--- src/rtl/scan_link_scheduler_if.sv ---
// Scanner/link bundle between the control station scanners and the link scheduler.
// The master side is the station (scanners plus downstream ready); the slave is the scheduler.
interface scan_link_scheduler_if;
    logic [6:0] level0;
    logic [6:0] level1;
    logic       dataValid0;
    logic       dataValid1;
    logic [7:0] dataByte0;
    logic [7:0] dataByte1;
    logic       asciiMode0;
    logic       asciiMode1;
    logic       linkReady;
    logic       dataOut;
    logic       frameSync;
    logic       dataAck0;
    logic       dataAck1;
    logic       grantId;
    logic       busy;

    modport master (
        output level0, level1, dataValid0, dataValid1, dataByte0, dataByte1,
               asciiMode0, asciiMode1, linkReady,
        input  dataOut, frameSync, dataAck0, dataAck1, grantId, busy
    );

    modport slave (
        input  level0, level1, dataValid0, dataValid1, dataByte0, dataByte1,
               asciiMode0, asciiMode1, linkReady,
        output dataOut, frameSync, dataAck0, dataAck1, grantId, busy
    );
endinterface

--- src/rtl/scan_link_scheduler.sv ---
// Serial link scheduler: every 8-clock frame carries one byte, chosen at the load
// edge (slot 7) from a pending data byte, a buffer-status code, a data header, or idle.
// Header and its data byte always go out in adjacent frames.
module scan_link_scheduler (
    input  logic                  clk,
    input  logic                  rst,
    scan_link_scheduler_if.slave  link
);

    typedef enum logic {
        ST_IDLE = 1'b0,   // no data byte owed to the line
        ST_DATA = 1'b1    // header sent, latched data byte goes out next frame
    } state_e;

    typedef enum logic [1:0] {
        SEL_IDLE,
        SEL_STATUS,
        SEL_HDR,
        SEL_DATA
    } sel_e;

    localparam logic [7:0] IDLE_BYTE = 8'h00;
    localparam logic [7:0] HDR_BIN   = 8'h07;
    localparam logic [7:0] HDR_ASCII = 8'h08;

    // Buffer fill percent to reporting zone (0: <50, 1: 50-79, 2: 80-89, 3: 90-99, 4: full).
    function automatic logic [2:0] zone_of(input logic [6:0] lvl);
        if (lvl >= 7'd100)     return 3'd4;
        else if (lvl >= 7'd90) return 3'd3;
        else if (lvl >= 7'd80) return 3'd2;
        else if (lvl >= 7'd50) return 3'd1;
        else                   return 3'd0;
    endfunction

    state_e     state_q, state_d;
    sel_e       sel;
    logic [2:0] slot_cnt_q;
    logic [7:0] tx_shift_q, tx_shift_d;
    logic [2:0] rep_zone_q, rep_zone_d;
    logic [7:0] hold_byte_q, hold_byte_d;
    logic       grant_id_q, grant_id_d;
    logic       last_grant_q, last_grant_d;
    logic       ack0_q, ack0_d;
    logic       ack1_q, ack1_d;
    logic       busy_q, busy_d;

    logic       load;
    logic [2:0] zone0, zone1, max_zone;
    logic       any_valid;
    logic       grant;

    assign load      = (slot_cnt_q == 3'd7);
    assign zone0     = zone_of(link.level0);
    assign zone1     = zone_of(link.level1);
    assign max_zone  = (zone0 > zone1) ? zone0 : zone1;
    assign any_valid = link.dataValid0 | link.dataValid1;

    // Round-robin pick: favour the scanner that did not win last time, fall back to the valid one.
    always_comb begin
        if (last_grant_q == 1'b0) grant = link.dataValid1;
        else                      grant = ~link.dataValid0;
    end

    // State register: the pair ordering lives here; reset drops any owed data byte.
    always_ff @(posedge clk or posedge rst) begin
        if (rst) begin
            state_q <= ST_IDLE;
        end else begin
            // NOTE: every clocked register uses <= so all flops update from pre-edge values.
            state_q <= state_d;
        end
    end

    // Next-state and byte selection, priority: owed data, rising status, new header, idle.
    always_comb begin
        // NOTE: defaults first so no path through this block leaves a signal unassigned (no latch).
        state_d = state_q;
        sel     = SEL_IDLE;
        if (load) begin
            if (state_q == ST_DATA) begin
                sel     = SEL_DATA;
                state_d = ST_IDLE;
            end else if (max_zone > rep_zone_q) begin
                sel = SEL_STATUS;
            end else if (link.linkReady && any_valid) begin
                sel     = SEL_HDR;
                state_d = ST_DATA;
            end
        end
    end

    // Datapath updates driven by the selected byte: shifter load, zone tracking, grant and acks.
    always_comb begin
        tx_shift_d   = {tx_shift_q[6:0], 1'b0};
        rep_zone_d   = rep_zone_q;
        hold_byte_d  = hold_byte_q;
        grant_id_d   = grant_id_q;
        last_grant_d = last_grant_q;
        ack0_d       = 1'b0;
        ack1_d       = 1'b0;
        busy_d       = busy_q;
        if (load) begin
            // A falling zone is tracked silently so a later rise is reported again.
            if (max_zone < rep_zone_q) rep_zone_d = max_zone;
            busy_d = (sel == SEL_HDR) || (sel == SEL_DATA);
            case (sel)
                SEL_DATA: begin
                    tx_shift_d = hold_byte_q;
                end
                SEL_STATUS: begin
                    tx_shift_d = {5'd0, max_zone};
                    rep_zone_d = max_zone;
                end
                SEL_HDR: begin
                    tx_shift_d   = (grant ? link.asciiMode1 : link.asciiMode0) ? HDR_ASCII : HDR_BIN;
                    hold_byte_d  = grant ? link.dataByte1 : link.dataByte0;
                    ack0_d       = ~grant;
                    ack1_d       = grant;
                    grant_id_d   = grant;
                    last_grant_d = grant;
                end
                default: begin
                    tx_shift_d = IDLE_BYTE;
                end
            endcase
        end
    end

    // Datapath registers; lastGrant resets to 1 so scanner 0 wins the first grant.
    always_ff @(posedge clk or posedge rst) begin
        if (rst) begin
            slot_cnt_q   <= 3'd0;
            tx_shift_q   <= 8'h00;
            rep_zone_q   <= 3'd0;
            hold_byte_q  <= 8'h00;
            grant_id_q   <= 1'b0;
            last_grant_q <= 1'b1;
            ack0_q       <= 1'b0;
            ack1_q       <= 1'b0;
            busy_q       <= 1'b0;
        end else begin
            slot_cnt_q   <= slot_cnt_q + 3'd1;
            tx_shift_q   <= tx_shift_d;
            rep_zone_q   <= rep_zone_d;
            hold_byte_q  <= hold_byte_d;
            grant_id_q   <= grant_id_d;
            last_grant_q <= last_grant_d;
            ack0_q       <= ack0_d;
            ack1_q       <= ack1_d;
            busy_q       <= busy_d;
        end
    end

    assign link.dataOut   = tx_shift_q[7];
    assign link.frameSync = (slot_cnt_q == 3'd0);
    assign link.dataAck0  = ack0_q;
    assign link.dataAck1  = ack1_q;
    assign link.grantId   = grant_id_q;
    assign link.busy      = busy_q;

endmodule
--- src/flat_wrapper.sv ---
// flat-port wrapper written by rule: the top's interface ports become plain ports
module scan_link_scheduler_flat 
  (clk, rst, link_level0, link_level1, link_dataValid0, link_dataValid1, link_dataByte0, link_dataByte1, link_asciiMode0, link_asciiMode1, link_linkReady, link_dataOut, link_frameSync, link_dataAck0, link_dataAck1, link_grantId, link_busy);
  scan_link_scheduler_if link_i ();
  input  logic clk;
  input  logic rst;
  input wire logic [$bits(link_i.level0)-1:0] link_level0;
  input wire logic [$bits(link_i.level1)-1:0] link_level1;
  input wire logic [$bits(link_i.dataValid0)-1:0] link_dataValid0;
  input wire logic [$bits(link_i.dataValid1)-1:0] link_dataValid1;
  input wire logic [$bits(link_i.dataByte0)-1:0] link_dataByte0;
  input wire logic [$bits(link_i.dataByte1)-1:0] link_dataByte1;
  input wire logic [$bits(link_i.asciiMode0)-1:0] link_asciiMode0;
  input wire logic [$bits(link_i.asciiMode1)-1:0] link_asciiMode1;
  input wire logic [$bits(link_i.linkReady)-1:0] link_linkReady;
  output wire logic [$bits(link_i.dataOut)-1:0] link_dataOut;
  output wire logic [$bits(link_i.frameSync)-1:0] link_frameSync;
  output wire logic [$bits(link_i.dataAck0)-1:0] link_dataAck0;
  output wire logic [$bits(link_i.dataAck1)-1:0] link_dataAck1;
  output wire logic [$bits(link_i.grantId)-1:0] link_grantId;
  output wire logic [$bits(link_i.busy)-1:0] link_busy;
  assign link_i.level0 = link_level0;
  assign link_i.level1 = link_level1;
  assign link_i.dataValid0 = link_dataValid0;
  assign link_i.dataValid1 = link_dataValid1;
  assign link_i.dataByte0 = link_dataByte0;
  assign link_i.dataByte1 = link_dataByte1;
  assign link_i.asciiMode0 = link_asciiMode0;
  assign link_i.asciiMode1 = link_asciiMode1;
  assign link_i.linkReady = link_linkReady;
  assign link_dataOut = link_i.dataOut;
  assign link_frameSync = link_i.frameSync;
  assign link_dataAck0 = link_i.dataAck0;
  assign link_dataAck1 = link_i.dataAck1;
  assign link_grantId = link_i.grantId;
  assign link_busy = link_i.busy;
  scan_link_scheduler u_core (.clk(clk), .rst(rst), .link(link_i));
endmodule
--- config.mk ---
export PLATFORM = sky130hd
export DESIGN_NAME = scan_link_scheduler_flat
export DESIGN_NICKNAME = d
export VERILOG_FILES = /design/src/rtl/scan_link_scheduler_if.sv /design/src/rtl/scan_link_scheduler.sv /design/src/flat_wrapper.sv
export SDC_FILE = /design/constraint.sdc
export NUM_CORES = 1
export LEC_CHECK = 0
export ABC_AREA = 1
export CORE_UTILIZATION = 48
export CTS_BUF_LIST = sky130_fd_sc_hd__clkbuf_16
export DETAILED_ROUTE_END_ITERATION = 10
export MAX_ROUTING_LAYER = met4
export PLACE_DENSITY_LB_ADDON = 0.15
export SLEW_MARGIN = 20
export SYNTH_ARGS = -nofsm -noshare
export SYNTH_HDL_FRONTEND = slang
export SYNTH_SLANG_ARGS = --single-unit
--- constraint.sdc ---
create_clock -name clk -period 1.95 [get_ports clk]
set_input_delay 0.2925 -clock clk [delete_from_list [all_inputs] [get_ports clk]]
set_output_delay 0.2925 -clock clk [all_outputs]
set_load 0.005 [all_outputs]
==> run summary <==
status: complete, but fails checks
failing checks: negative setup slack
delay of the slowest critical-path stage: 0.21 ns
Final Instance Count excl. Fillers: 330
HPWL Detailed: 2.63 mm
count of input and output buffers: 40
GR Util met2: 57.1%
Setup WS post-layout: -0.903 ns
post-route ant nets: 0
worst slack, placed: -1.35 ns
final setup vio count: 21
Worst Clk Skew: 0.00677 ns
worst path cell trace: buf_2 -> nand2_1 -> inv_1 -> nand2_1 -> nand2_1 -> nand2_2 -> a21boi_4 -> ha_4 -> inv_4 -> nand3_4 -> nand2_4 -> nand2_4 -> nand3_1 -> nand2_2 -> inv_1 -> ha_1 -> nand3b_1 -> nand2_2 -> buf_4 -> nand3_2 -> buf_4 -> inv_2 -> nand3_1 -> nand4_1
crit path time final: 2.85 ns
Post-Synth XOR/XNOR Area: 0%
mux cell area share after synthesis: 0%
Filler Cells Inserted: 114
vias per inst: 5.88
Worst Setup Path Type: input pin to register
most common cell after layout, fill and taps aside: nand2_1
Pre-Repair DR Iteration Count: 6
total track usage: 31.5%
met3 usage: 4.59%
Core ar.: 3100 um^2
antenna diode count: 0
Chip Height: 59.4 um
Compound-Gate Fraction of Synth Area: 11.2%
simple-gate portion of the synthesized area: 29.4%
relative max-transition margin: 63.1%
Max-Cap Viols: 0
Pins Over Slew Limit: 0
Peak VDD IR: 0.716 mV
largest net degree at the start of global routing: 17
main combinational cell family by area after synthesis: simple AND/OR/NAND/NOR gates
die width: 59.4 um
Crit path max-delay family: simple AND/OR/NAND/NOR gates
Hold Buf Count CTS: 0
synthesized instance count: 202
WP data arrival: 3.05 ns
initial antenna violation count: 0
Critical Path Fanout Max: 4
Die Area: 3530 um^2
vias in the first global route: 1,761
CTS tree: done
CP Capture Type: register
RD Place Congestion: 0.875
Most Crowded Layer GR: met2
Hold Crit Class: input pin to asynchronous set/reset pin
Worst-Margin Slew: 0.553 ns
# clock sinks: 28
Clock Latency Late Sink: 0.27 ns
leakage power: 1.42 nW
remaining global-route overflow: 0
detailed router's first-iteration violation count: 284
Final period util: 146%
syn_nets: 248
Layout area overhead: 81.3%
hold slack final: 0.375 ns
Row Count: 20
pwr/cell area: 906 nW/um^2
Via Count: 1,939
Post-Syn Area: 1580 um^2
Starting Density: 51.0%
Fin. Hold Viols: 0
FMAX: 350 MHz
cts bufs inserted: 3
CP Launch Type: input pin
WL final: 6.63 mm
Clock transition at path regs: 0.07 ns
Clk Tree Root Cell: clkbuf_16
worst-case clock buffer depth: 2
Mean Syn Cell Area: 7.84 um^2
H-tree lvl count: 1
WP buf/inv: 7
Post-Synth Adder-Cell Area: 7.11%
commonest cells after routing, fill and taps aside: 51 x nand2_1, 30 x buf_4, 28 x clkdlybuf4s50_1
number of remaining DRC errors: 0
Placed Instances: 297
Seq/Total Area, Yosys: 44.3%
met1 GRT Util: 33.6%
layout cells sized above 1: 46.5%
final core utilization: 92.5%
Crit-path slowest cell: nand3b_1
RSZ-0062 raised after global routing: yes
drt wl/cell: 20.1 um
Nets: 333
Ys Warns: 0
flops & latches, synth: 28
I/O pin count: 43
first-pass GRT wire length: 7.87 mm
CP Data Required Time: 2.15 ns
Yosys cell types: 25
-- power by group --
group	total, mW	internal (mW)	switching (mW)	leakage, nW
Sequential	0.863	0.756	0.106	0.363
Clock	0.609	0.409	0.200	0.0511
Combinational	1.13	0.557	0.572	1.01
Total	2.60	1.72	0.879	1.42
-- kinds of logic after synthesis --
family	count (synthesis)
AOI/OAI and AO/OA	25
and+or+nand+nor	107
buffers and inverters	33
DFF	28
adders and majority gates	9
-- timing repair --
item / in CTS / in global routing
gates resized for setup: 121 / 35
gates cloned: 1 / 0
endpoints found under the hold margin: 0 / 0
endpoints found under the setup margin: 21 / 21
pin swaps: 36 / 31
setup buffers: 23 / 6
-- path summary, 6_finish.rpt --
path / slack, ns / cells past startpoint / startpoint / to
min in group clk: 0.45 / 1 / u_core.slot_cnt_q[0] / u_core.slot_cnt_q[0]
worst max register to register: 0.15 / 10 / u_core.rep_zone_q[2] / u_core.tx_shift_q[1]
worst min register to register: 0.45 / 1 / u_core.slot_cnt_q[0] / u_core.slot_cnt_q[0]
worst max-delay path: -0.90 / 24 / link_level1[5] / u_core.tx_shift_q[1]
max in group asynchronous: 1.10 / 3 / rst / u_core.tx_shift_q[0]
worst min-delay path: 0.38 / 2 / rst / u_core.hold_byte_q[2]
-- synth_stat cells --
| cell | instances | area, um^2 |
|---|---|---|
| ha_1 | 9 | 113 |
| a21boi_0 | 2 | 15.0 |
| a21oi_2 | 2 | 17.5 |
| o21ai_0 | 8 | 40.0 |
| dfrtp_1 | 27 | 676 |
| o21ai_2 | 1 | 8.76 |
| nor2_1 | 9 | 33.8 |
| inv_2 | 1 | 3.75 |
| dfstp_2 | 1 | 26.3 |
| buf_2 | 2 | 10.0 |
| inv_1 | 30 | 113 |
| nand3b_1 | 1 | 7.51 |
| o21a_1 | 2 | 15.0 |
| a21oi_4 | 1 | 16.3 |
| nand3_4 | 1 | 17.5 |
| nand4_1 | 2 | 12.5 |
| or2_4 | 1 | 8.76 |
| nand3_1 | 17 | 85.1 |
| o211ai_1 | 2 | 15.0 |
| nor2_2 | 1 | 6.26 |
| nor2_4 | 1 | 11.3 |
| a21oi_1 | 3 | 15.0 |
| a22o_1 | 4 | 35.0 |
| nand2_1 | 72 | 270 |
| nand2_2 | 2 | 12.5 |
-- layer usage --
layer / vias up / share of wire [%]
met5: - / 0
met4: 0 / 6.1
met3: 56 / 9.3
met2: 176 / 49
met1: 891 / 35
li1: 816 / -
-- final cells by class --
class / instances / area (um^2) / share of cell area (%)
Sequential cell: 28 / 702 / 24.4
Timing Repair Buffer: 81 / 778 / 27.1
Tap cell: 44 / 55.1 / 1.92
Inverter: 31 / 136 / 4.75
Clock inverter: 1 / 30.0 / 1.05
Clock buffer: 3 / 75.1 / 2.61
Multi-Input combinational cell: 142 / 1090 / 38.1
-- sequential cells by signal, indices dropped and copies added (netlist names) --
| signal | flops |
|---|---|
| u_core.rep_zone_q | 3 |
| u_core.last_grant_q | 1 |
| u_core.state_q | 1 |
| u_core.link.grantId | 1 |
| u_core.slot_cnt_q | 3 |
| u_core.link.busy | 1 |
| u_core.hold_byte_q | 8 |
| u_core.tx_shift_q | 8 |
| u_core.link.dataAck1 | 1 |
| u_core.link.dataAck0 | 1 |
-- stage by stage --
stage | power (mW) | setup TNS [ns] | area, um^2
after global placement | 1.45 | -26.01 | 2180
after floorplan | 1.23 | -8.27 | 1640
after CTS | 2.33 | -8.51 | 2690
after global routing | 2.73 | -21.25 | 2870
after detailed placement | 1.47 | -26.91 | 2180
final | 2.60 | -16.42 | 2870
No activity file was read; power rests on OpenSTA's default activity.
